===== config.mk =====
export PLATFORM = sky130hd
export DESIGN_NAME = irq_ctrl_flat
export DESIGN_NICKNAME = d
export VERILOG_FILES = /design/src/rtl/irq_pkg.sv /design/src/rtl/irq_ctrl_if.sv /design/src/rtl/irq_prio_enc.sv /design/src/rtl/irq_ctrl.sv /design/src/flat_wrapper.sv
export SDC_FILE = /design/constraint.sdc
export NUM_CORES = 1
export LEC_CHECK = 0
export BUFFER_PORTS_ARGS = -buffer_cell sky130_fd_sc_hd__buf_2
export CELL_PAD_IN_SITES_DETAIL_PLACEMENT = 1
export CELL_PAD_IN_SITES_GLOBAL_PLACEMENT = 2
export CORE_MARGIN = 2
export CORE_UTILIZATION = 25
export CTS_CLUSTER_DIAMETER = 200
export DETAILED_ROUTE_END_ITERATION = 8
export GPL_ROUTABILITY_DRIVEN = 0
export PLACE_DENSITY_LB_ADDON = 0.1
export SLEW_MARGIN = 20
export SYNTH_ARGS = -nofsm -noshare
export SYNTH_HDL_FRONTEND = slang
export SYNTH_SLANG_ARGS = --single-unit
export TNS_END_PERCENT = 100

===== constraint.sdc =====
create_clock -name Clk -period 2.2 [get_ports Clk]
set_clock_uncertainty 0.15 [all_clocks]
set_input_delay 0.11 -clock Clk [delete_from_list [all_inputs] [get_ports Clk]]
set_output_delay 0.11 -clock Clk [all_outputs]
set_load 0.02 [all_outputs]

===== src/rtl/irq_pkg.sv =====
// rtl/irq_pkg.sv - shared constants and types for the interrupt controller
// Purpose: register map, FSM state encoding and default source count.
// Ports: none (package).
package irq_pkg;

  localparam int IRQC_N_SRC = 6;

  localparam logic [1:0] IRQC_MASK = 2'd0;
  localparam logic [1:0] IRQC_PEND = 2'd1;
  localparam logic [1:0] IRQC_ID   = 2'd2;
  localparam logic [1:0] IRQC_EOI  = 2'd3;

  typedef enum logic [1:0] {
    IDLE    = 2'd0,
    REQ     = 2'd1,
    SERVICE = 2'd2
  } irq_state_t;

endpackage


===== src/rtl/irq_ctrl_if.sv =====
// rtl/irq_ctrl_if.sv - register bus between the bridge and the interrupt controller
// Purpose: groups the 2-bit-addressed register access signals.
// Ports (members):
//   Addr  [1:0]   register select
//   Wd    [31:0]  write data
//   We            write enable, one cycle per write
//   rd_en         read strobe from the bridge read decode
//   Rd    [31:0]  read data, combinational from Addr
interface irq_ctrl_if;

  logic [1:0]  Addr;
  logic [31:0] Wd;
  logic        We;
  logic        rd_en;
  logic [31:0] Rd;

  modport master (output Addr, output Wd, output We, output rd_en, input Rd);
  modport slave  (input Addr, input Wd, input We, input rd_en, output Rd);

endinterface


===== src/rtl/irq_prio_enc.sv =====
// rtl/irq_prio_enc.sv - lowest-index-wins priority encoder
// Purpose: picks the lowest set bit of req.
// Ports:
//   req  in  [N-1:0]  candidate requests (PEND & MASK)
//   any  out          at least one request present
//   id   out [3:0]    index of the winning request (0 when none)
module irq_prio_enc #(
  parameter int N = 6
) (
  input  logic [N-1:0] req,
  output logic         any,
  output logic [3:0]   id
);

  always_comb begin
    any = |req;
    id  = '0;
    // Scan downwards so the lowest set index is the last assignment.
    for (int i = N - 1; i >= 0; i--) begin
      if (req[i]) id = 4'(i);
    end
  end

endmodule


===== src/rtl/irq_ctrl.sv =====
// rtl/irq_ctrl.sv - interrupt controller with mask, pending register and EOI handshake
// Purpose: latches device requests, applies a mask, presents one source at a
//   time to the CPU by fixed priority and holds it until end-of-interrupt.
// Build option: IRQC_EDGE_EN selects rising-edge capture; default is level capture.
// Ports:
//   Clk    in   system clock
//   Reset  in   synchronous, active-high reset
//   IrqIn  in   [N_SRC-1:0] raw device requests
//   bus    slave register port (Addr/Wd/We/rd_en/Rd)
//   HWInt  out  [N_SRC-1:0] one-hot request to the CPU, registered
module irq_ctrl
  import irq_pkg::*;
#(
  parameter int N_SRC = IRQC_N_SRC
) (
  input  logic             Clk,
  input  logic             Reset,
  input  logic [N_SRC-1:0] IrqIn,
  irq_ctrl_if.slave        bus,
  output logic [N_SRC-1:0] HWInt
);

  localparam logic [N_SRC-1:0] ONE = 1;

  irq_state_t       state;
  logic [3:0]       id;
  logic [N_SRC-1:0] irq_q;
  logic [N_SRC-1:0] pend;
  logic [N_SRC-1:0] mask;
  logic [N_SRC-1:0] set_v;
  logic [N_SRC-1:0] w1c;
  logic [N_SRC-1:0] svc_clr;
  logic [N_SRC-1:0] id_oh;
  logic [N_SRC-1:0] win_oh;
  logic [N_SRC-1:0] req_v;
  logic             any;
  logic [3:0]       win_id;
  logic             wr_mask;
  logic             wr_eoi;
  logic             id_rd;
  logic             abort;
  logic             unused_wd;

  assign unused_wd = ^bus.Wd[31:N_SRC];

`ifdef IRQC_EDGE_EN
  logic [N_SRC-1:0] irq_d;
  always_ff @(posedge Clk) begin
    if (Reset) irq_d <= '0;
    else       irq_d <= irq_q;
  end
  assign set_v = irq_q & ~irq_d;
`else
  assign set_v = irq_q;
`endif

  assign req_v = pend & mask;

  irq_prio_enc #(.N(N_SRC)) u_prio_enc (
    .req (req_v),
    .any (any),
    .id  (win_id)
  );

  always_comb begin
    wr_mask = bus.We && (bus.Addr == IRQC_MASK);
    wr_eoi  = bus.We && (bus.Addr == IRQC_EOI);
    id_rd   = bus.rd_en && !bus.We && (bus.Addr == IRQC_ID);
    w1c     = (bus.We && (bus.Addr == IRQC_PEND)) ? bus.Wd[N_SRC-1:0] : '0;
    id_oh   = ONE << id;
    win_oh  = ONE << win_id;
    // Presented source lost its mask or its pending bit before the ID read.
    abort   = ((mask & id_oh) == '0) || ((pend & id_oh) == '0);
    svc_clr = (state == REQ && !abort && id_rd) ? id_oh : '0;
  end

  always_comb begin
    bus.Rd = '0;
    case (bus.Addr)
      IRQC_MASK: bus.Rd = 32'(mask);
      IRQC_PEND: bus.Rd = 32'(pend);
      IRQC_ID:   bus.Rd = {27'b0, (state != IDLE), id};
      default:   bus.Rd = '0;
    endcase
  end

  always_ff @(posedge Clk) begin
    if (Reset) begin
      state <= IDLE;
      id    <= '0;
      irq_q <= '0;
      pend  <= '0;
      mask  <= '0;
      HWInt <= '0;
    end else begin
      irq_q <= IrqIn;
      // New set beats a same-cycle clear, whether from W1C or service entry.
      pend  <= (pend & ~(w1c | svc_clr)) | set_v;
      if (wr_mask) mask <= bus.Wd[N_SRC-1:0];

      case (state)
        IDLE: begin
          HWInt <= '0;
          if (any) begin
            id    <= win_id;
            HWInt <= win_oh;
            state <= REQ;
          end
        end
        REQ: begin
          if (abort) begin
            HWInt <= '0;
            state <= IDLE;
          end else if (id_rd) begin
            HWInt <= '0;
            state <= SERVICE;
          end
        end
        SERVICE: begin
          HWInt <= '0;
          if (wr_eoi) state <= IDLE;
        end
        default: begin
          HWInt <= '0;
          state <= IDLE;
        end
      endcase
    end
  end

endmodule


===== src/flat_wrapper.sv =====
// flat-port wrapper written by rule: the top's interface ports become plain ports
module irq_ctrl_flat import irq_pkg::*;
#(
  parameter int N_SRC = IRQC_N_SRC
)
  (Clk, Reset, IrqIn, HWInt, bus_Addr, bus_Wd, bus_We, bus_rd_en, bus_Rd);
  irq_ctrl_if bus_i ();
  input  logic Clk;
  input  logic Reset;
  input  logic [N_SRC-1:0] IrqIn;
  output logic [N_SRC-1:0] HWInt;
  input wire logic [$bits(bus_i.Addr)-1:0] bus_Addr;
  input wire logic [$bits(bus_i.Wd)-1:0] bus_Wd;
  input wire logic [$bits(bus_i.We)-1:0] bus_We;
  input wire logic [$bits(bus_i.rd_en)-1:0] bus_rd_en;
  output wire logic [$bits(bus_i.Rd)-1:0] bus_Rd;
  assign bus_i.Addr = bus_Addr;
  assign bus_i.Wd = bus_Wd;
  assign bus_i.We = bus_We;
  assign bus_i.rd_en = bus_rd_en;
  assign bus_Rd = bus_i.Rd;
  irq_ctrl #(.N_SRC(N_SRC)) u_core (.Clk(Clk), .Reset(Reset), .IrqIn(IrqIn), .bus(bus_i), .HWInt(HWInt));
endmodule

* Yosys cells after proc, flatten, opt, wreduce, memory -nomap -nowiden *
Index checks and enable logic that the tools add are counted.

storage, ports and cells
  bits in registers = 30
  input bits = 44
  output and inout bits = 38
  word-level logic and storage cells = 59

operators by class
  equal/unequal tests = 8
  shift operators = 2
  muxes and demuxes = 18
  bitwise logic cells = 7
  reduce and logical (&&, ||, !) cells = 18

operators with widths
  kind                                                 number
  two-way mux 6 bit                                    5
  AND 6 bit                                            4
  two-way mux 4 bit                                    5
  case mux 6 bit (3 select lines)                      1
  logical NOT 6 bit                                    2
  bitwise OR 6 bit                                     2
  case mux 6 bit (2 select lines)                      1
  left shift 1 x 4 -> 6 bit, first input constant      2
  two-way mux 2 bit                                    4
  logical AND 1 bit                                    7
  equality test 2 bit, second input constant           3
  inverter 6 bit                                       1
  case mux 2 bit (3 select lines)                      1
  OR reduction 6 bit                                   1
  equality test 2 x 1 -> 1 bit, second input constant  2
  logical NOT 2 bit                                    2
  != test 2 x 1 -> 1 bit, second input constant        2
  two-way mux 3 bit                                    1
  != test 3 x 1 -> 1 bit, second input constant        1
  AND reduction 3 bit                                  1
  logical NOT 1 bit                                    2
  AND reduction 2 bit                                  1
  nonzero test 2 bit                                   1
  logical OR 1 bit                                     1

* Depth between registers and ports, before layout *
Gate-level depths: netlist of the first run.

  word-level depth = 12
  mapped depth = 7
  depth with buffers taken out = 5

* Cells and area by module *
Synthesis of the first run repeated with hierarchy kept, for this count alone.

second synthesis, totals
  cell total of the unflattened synthesis = 211
  area, all modules = 1,793.0 um^2

modules (own cells, without submodules)
  module        instances  cells an instance  area each (um^2)  seq. area each (um^2)
  irq_ctrl      1          199                1,729.2           600.6
  irq_prio_enc  1          12                 63.8              0.0

* Worst setup path before layout of the first run *
No wires, ideal clock.

  path kind = reg-to-reg
  start = reg u_core.id[1]
  end = reg u_core.HWInt[4]
  setup time = 117 ps
  arrival time = 1,446 ps
  required time = 1,933 ps
  setup slack = 487 ps
  stages on the path, launching flop included = 8
  clock period less this slack = 1,713 ps
  path through = dfxtp_1 > buf_6 > mux2i_1 > o22ai_1 > o22a_2 > buf_6 > and4_4 > a22o_1

on the way
  cells in the longest elaborated chain, start to end = 6

RTL lines
  element                          line             source
  from (decl)                      irq_ctrl.sv:26   logic [3:0] id;
  from (signal assigned)           irq_ctrl.sv:105  id <= win_id;
  left shift 1 x 4 -> 6 bit (*)    irq_ctrl.sv:70   id_oh = ONE << id;
  AND 6 bit                        irq_ctrl.sv:73   abort = ((mask & id_oh) == '0) || ((pend & id_oh) == '0);
  logical NOT 6 bit                irq_ctrl.sv:73
  logical OR 1 bit (*)             irq_ctrl.sv:73
  two-way mux 6 bit                irq_ctrl.sv:111  if (abort) begin
  case mux 6 bit (2 select lines)  irq_ctrl.sv:101  case (state)
  to (signal assigned)             irq_ctrl.sv:106  HWInt <= win_oh;
  to (decl)                        irq_ctrl.sv:20   output logic [N_SRC-1:0] HWInt

Every way passes the cells marked *; elsewhere a longest branch is shown, timed or not.
A chain may end at the register's enable or synchronous reset.

* Worst setup path in the final report of the first run *
  start = reg u_core.id[0]
  end = reg u_core.HWInt[4]

The elaborated chain is that of the path after synthesis.

==> run metrics, run 1 <==
outcome finished, final reports clean; Hold WS 0.0230 ns; layout cells sized above 1 0.192; fmax 0.525 GHz; vias per cell 4.68; crit-path max FO 10; Clock transition at path regs 0.07 ns; critical path arrival 1.94 ns; Top Family by Delay on Critical Path compound AO/OA/AOI/OAI gates; Post-Synth Adder-Cell Area 0; CTS Buf Count 5; drt pass-1 iters 4; CP cell instances a21boi_0 -> a211oi_1 -> o22a_2 -> and4_4 -> a22o_1; top-area cell type share of the netlist area 0.349; fillcell total 780; Core Box Area 0.00639 sq mm; Crit Path Class flop to flop; setup TNS 0 ns; first-pass GRT wire length 8110 microns; Fin. Hold Viols 0; clk sinks 29; CP required 2.24 ns; Ys Warns 0; Yosys top cell by area dfxtp_1; compound-gate portion of the synthesized area 0.160; Main synth FF type dfxtp_1; clock latency on the worst-skew pair 0.29 ns; busiest grt layer met2; xor-xnor portion of the synthesized cell area 0; register area share after synthesis 0.349; chip height 85.6 microns; synth top area cells dfxtp_1 (35%), buf_4 (12%), mux2i_1 (10%); Max transition margin 0.583; worst-margin pin slew 0.622 ns; IO Count 82; DR WL/cell 16.0 microns; Max Slew Vio Count 0; CTS root buf clkbuf_8; post-synthesis average cell area 8.67 sq um; setup violators final 0; Syn Inst Count 192; met1 usage 0.183; mux cell area share after synthesis 0.109; Worst Hold Class input port to flop; die area 0.00732 sq mm; PortBufs 29; pin count of the biggest net entering global routing 14; Synth async-reset ratio 0; largest family of logic cells by synthesized area simple AND/OR/NAND/NOR gates; EDFF count, synth 0; fin crit share 0.866; Setup crit end kind flop; Post-Synthesis Cell Area 0.00166 sq mm; Die Width 85.6 microns; row count 29; Seq cells post-synth 29; CTS tree built; HPWL after DPL 3730 microns; Area Growth Syn to Fin 19.9%; Via Count 1454; CTS max path bufs 2; Largest stage delay, worst path 0.54 ns; grt met3 use 0.0366; H-Tree Depth 2; number of library cell types mapped by synthesis 39; drt first-iter violations 53; most frequent cells in the layout buf_2 (29), dfxtp_1 (28), conb_1 (26); RSZ-0062 raised after global routing no; total grt overflow 0; drt drc 0; Initial Utilization 0.261; vias in the first global route 1539; final critical-path required period 1.91 ns; max-cap violations 0; Lkg Pwr 0.839 nW; CP Buf/Inv Count 0; commonest non-fill, non-tap cell in the layout buf_2; number of diodes 0; Antenna Nets Post-Route 0; M2 GR Usage 0.240; GR Util All Layers 0.145; worst vdd ir 0.208 mV; post-synthesis simple-gate area fraction 0.214; power per cell area 665 mW/mm^2; slowest library cell on the worst path dfxtp_1; Total Nets Final 277; initial antenna violation count 0; Worst Setup Start Kind flop; final WL 4980 microns
[power breakdown]
group          switching (mW)  leakage, nW  internal, mW
Sequential             0.0275        0.238         0.545
Clock                   0.217       0.0585         0.369
Combinational           0.106        0.543        0.0630
Total                   0.350        0.839         0.977
[layout make-up]
type / instances / area (sq um) / area share
Inverter: 3 / 11.3 / 0.00564
Sequential cell: 29 / 582 / 0.292
Clock inverter: 1 / 30.0 / 0.0150
Clock buffer: 7 / 86.3 / 0.0433
Multi-Input combinational cell: 150 / 902 / 0.452
Tap cell: 77 / 96.3 / 0.0483
Timing Repair Buffer: 44 / 288 / 0.144
[cells in the mapped netlist (3+ instances only)]
master,n
mux2i_1,17
nand2_1,15
clkbuf_1,3
a22o_1,3
a21oi_1,7
buf_4,27
buf_6,4
dfxtp_1,29
nor3_1,8
o21ai_0,8
nor2_1,14
a21boi_0,3
a31oi_1,4
nand2b_1,3
a32o_1,3
inv_1,3
and3_1,6
nor2b_1,8
nor4_1,3
[worst register-to-register path, delay by kind of cell, from the launching register on]
kind | cells | cell delay, ns
simple gates | 1 | 0.25
compound gates | 4 | 0.85
flops | 1 | 0.54
[routing by layer]
metal / share of wire / wire length [microns] / vias up
met5: 0 / 0 / -
met2: 0.48 / 2410 / 38
li1: - / - / 710
met3: 0.041 / 203 / 7
met1: 0.46 / 2280 / 699
met4: 0.017 / 85 / 0
[timing repair]
item	CTS	global route
setup endpoints to repair	0	2
resized for setup	0	1
buffers inserted	0	0
hold endpoints to repair	12	0
hold buffers	12	0
[kinds of logic after synthesis]
group           Yosys count
buf+inv                  38
other cells               1
simple gates             67
compound gates           39
mux                      18
flops                    29
[stage by stage]
stage          cell area [sq um]  power [mW]  std cells   util  worst slack, ns
3_3_place_gp                1760       0.733        291  0.275            0.174
5_1_grt                     2000        1.39        311  0.313            0.143
3_5_place_dp                1760       0.736        291  0.275            0.152
4_1_cts                     1990        1.34        311  0.312            0.136
6_report                    2000        1.33        311  0.313            0.294
2_1_floorplan               1760       0.721        217      -            0.487
[path summary, 6_finish.rpt]
path | slack (ns) | from | cells after the start | to
min reg2reg | 0.30 | u_core.irq_q[3]$_SDFF_PP0_ | 1 | u_core.pend[3]$_SDFF_PP0_
max | 0.29 | u_core.id[0]$_SDFFE_PP0P_ | 5 | u_core.HWInt[4]$_SDFFE_PP0P_
max reg2reg | 0.29 | u_core.id[0]$_SDFFE_PP0P_ | 5 | u_core.HWInt[4]$_SDFFE_PP0P_
min | 0.02 | Reset | 2 | u_core.irq_q[5]$_SDFF_PP0_
[flip-flops by register name, summed over array words and instances, names as in the netlist]
name          cells
u_core.id         3
u_core.pend       6
u_core.mask       6
u_core.HWInt      6
u_core.irq_q      6
u_core.state      2
Note: power is estimated with default switching activity, not from simulation.
==> run 2, diff against run 1 <==
CORE_UTILIZATION = 27   (was 25)
SLEW_MARGIN = 10   (was 20)
clock period = 2.29 ns   (was 2.2 ns; I/O delays follow)
==> run 2 against run 1 <==
  * Sequential share of layout area grew 0.77 points
  * Clock-buffer cell count shrank 1
  * Hold slack gained 0.023 ns
  * Combinational power shrank 5%
  * Final area shrank 2.6%
  * Sequential power shrank 4.0%
  * Die area shrank 7.1%
  * Flip-flop and latch count is the same
  * First-iteration DRC count grew 11%
  * Core utilization grew 1.4 points
  * Highest routed layer unchanged
==> run metrics, run 2 (synthesized netlist as in run 1, its figures left out) <==
CTS max path bufs 2; first-pass GRT wire length 7750 microns; Setup crit end kind flop; CP required 2.37 ns; Worst Hold Class input port to flop; drt pass-1 iters 4; layout cells sized above 1 0.185; PortBufs 29; Crit Path Class flop to flop; pin count of the biggest net entering global routing 17; max-cap violations 0; final setup margin 0.351 ns; initial antenna violation count 0; setup violators final 0; number of diodes 0; Via Count 1459; clock latency on the worst-skew pair 0.28 ns; fin crit share 0.847; Antenna Nets Post-Route 0; worst vdd ir 0.260 mV; drt first-iter violations 59; drt drc 0; outcome finished, final reports clean; post-route cell area 0.00194 sq mm; DR WL/cell 15.6 microns; critical path arrival 2.02 ns; chip height 82.5 microns; worst-margin pin slew 0.623 ns; Max transition margin 0.583; GR Util All Layers 0.155; clk sinks 29; final critical-path required period 1.94 ns; most frequent cells in the layout buf_2 (29), dfxtp_1 (28), conb_1 (26); Clock transition at path regs 0.06 ns; commonest non-fill, non-tap cell in the layout buf_2; fillcell total 750; total grt overflow 0; setup TNS 0 ns; H-Tree Depth 2; HPWL after DPL 3650 microns; vias per cell 4.75; CTS root buf clkbuf_8; Core Box Area 0.00596 sq mm; Max Slew Vio Count 0; r2r setup slk 0.35 ns; RSZ-0062 raised after global routing no; Fin. Hold Viols 0; post-layout total power 1.12 mW; Post-CTS Setup Bufs 0; placed cell areas 0.00174 sq mm; fmax 0.516 GHz; IO Count 82; Lkg Pwr 0.815 nW; CTS tree built; CTS Buf Count 5; Post-Place Setup Slack 0.206 ns; vias in the first global route 1471; final WL 4800 microns; Area Growth Syn to Fin 16.8%; die area 0.00681 sq mm; power per cell area 576 mW/mm^2; Initial Utilization 0.279; row count 28; crit-path max FO 12; Total Nets Final 275; Die Width 82.5 microns; Worst Setup Start Kind flop
-- run 2: changes by cell type in the layout (fill, tap and decap cells not counted), sizes merged --
cell,change
clkinv,+2
buf,-2
clkbuf,-1
bufinv,-1
-- run 2: what timing repair did --
action                                  CTS  global route
endpoints found under the setup margin    0             4
resized for setup                         0             1
hold buffers                             12             0
endpoints found under the hold margin    12             0
-- run 2: layout make-up --
cell class	count	area [sq um]	share of cell area
clock inverters	2	10.0	0.00515
clock buffers	6	72.6	0.0373
flip-flops and latches	29	582	0.299
inverters	3	11.3	0.00579
repair buffers	42	273	0.140
well taps	75	93.8	0.0483
multi-input cells	150	902	0.464
-- run 2: through the flow --
stage / hold slack [ns] / util / std cells
after floorplan: 0.0361 / - / 217
after detailed placement: 0.180 / 0.292 / 287
final: 0.0462 / 0.326 / 307
after CTS: 0.0444 / 0.326 / 307
after global placement: 0.174 / 0.292 / 287
after global routing: 0.0630 / 0.326 / 307
-- run 2: worst max-delay path: stages, from the launching register on --
cell	delay, ns
dfxtp_2	0.50
mux2i_1	0.12
a211oi_1	0.35
o22a_2	0.33
and4_4	0.29
a22o_1	0.14
-- run 2: power by group --
group	switching, mW	leakage (nW)	internal (mW)
combinational	0.101	0.532	0.0596
clock	0.200	0.0450	0.210
sequential	0.0260	0.238	0.523
total	0.327	0.815	0.793
-- run 2: final timing paths --
check                                   from                           end  cells after the start
hold reg to reg   u_core.irq_q[3]$_SDFF_PP0_     u_core.pend[3]$_SDFF_PP0_                      1
setup reg to reg   u_core.id[1]$_SDFFE_PP0P_  u_core.HWInt[4]$_SDFFE_PP0P_                      5
setup / recovery   u_core.id[1]$_SDFFE_PP0P_  u_core.HWInt[4]$_SDFFE_PP0P_                      5
hold / removal                        bus_We  u_core.state[1]$_SDFFE_PP0P_                      4
-- run 2: per-layer routing --
layer | share of wire | vias to the layer above | track usage
li1 | - | 708 | -
met1 | 0.46 | 716 | 0.193
met2 | 0.50 | 28 | 0.262
met3 | 0.031 | 7 | 0.0370
met4 | 0.014 | 0 | 0.0492
met5 | 0 | - | 0
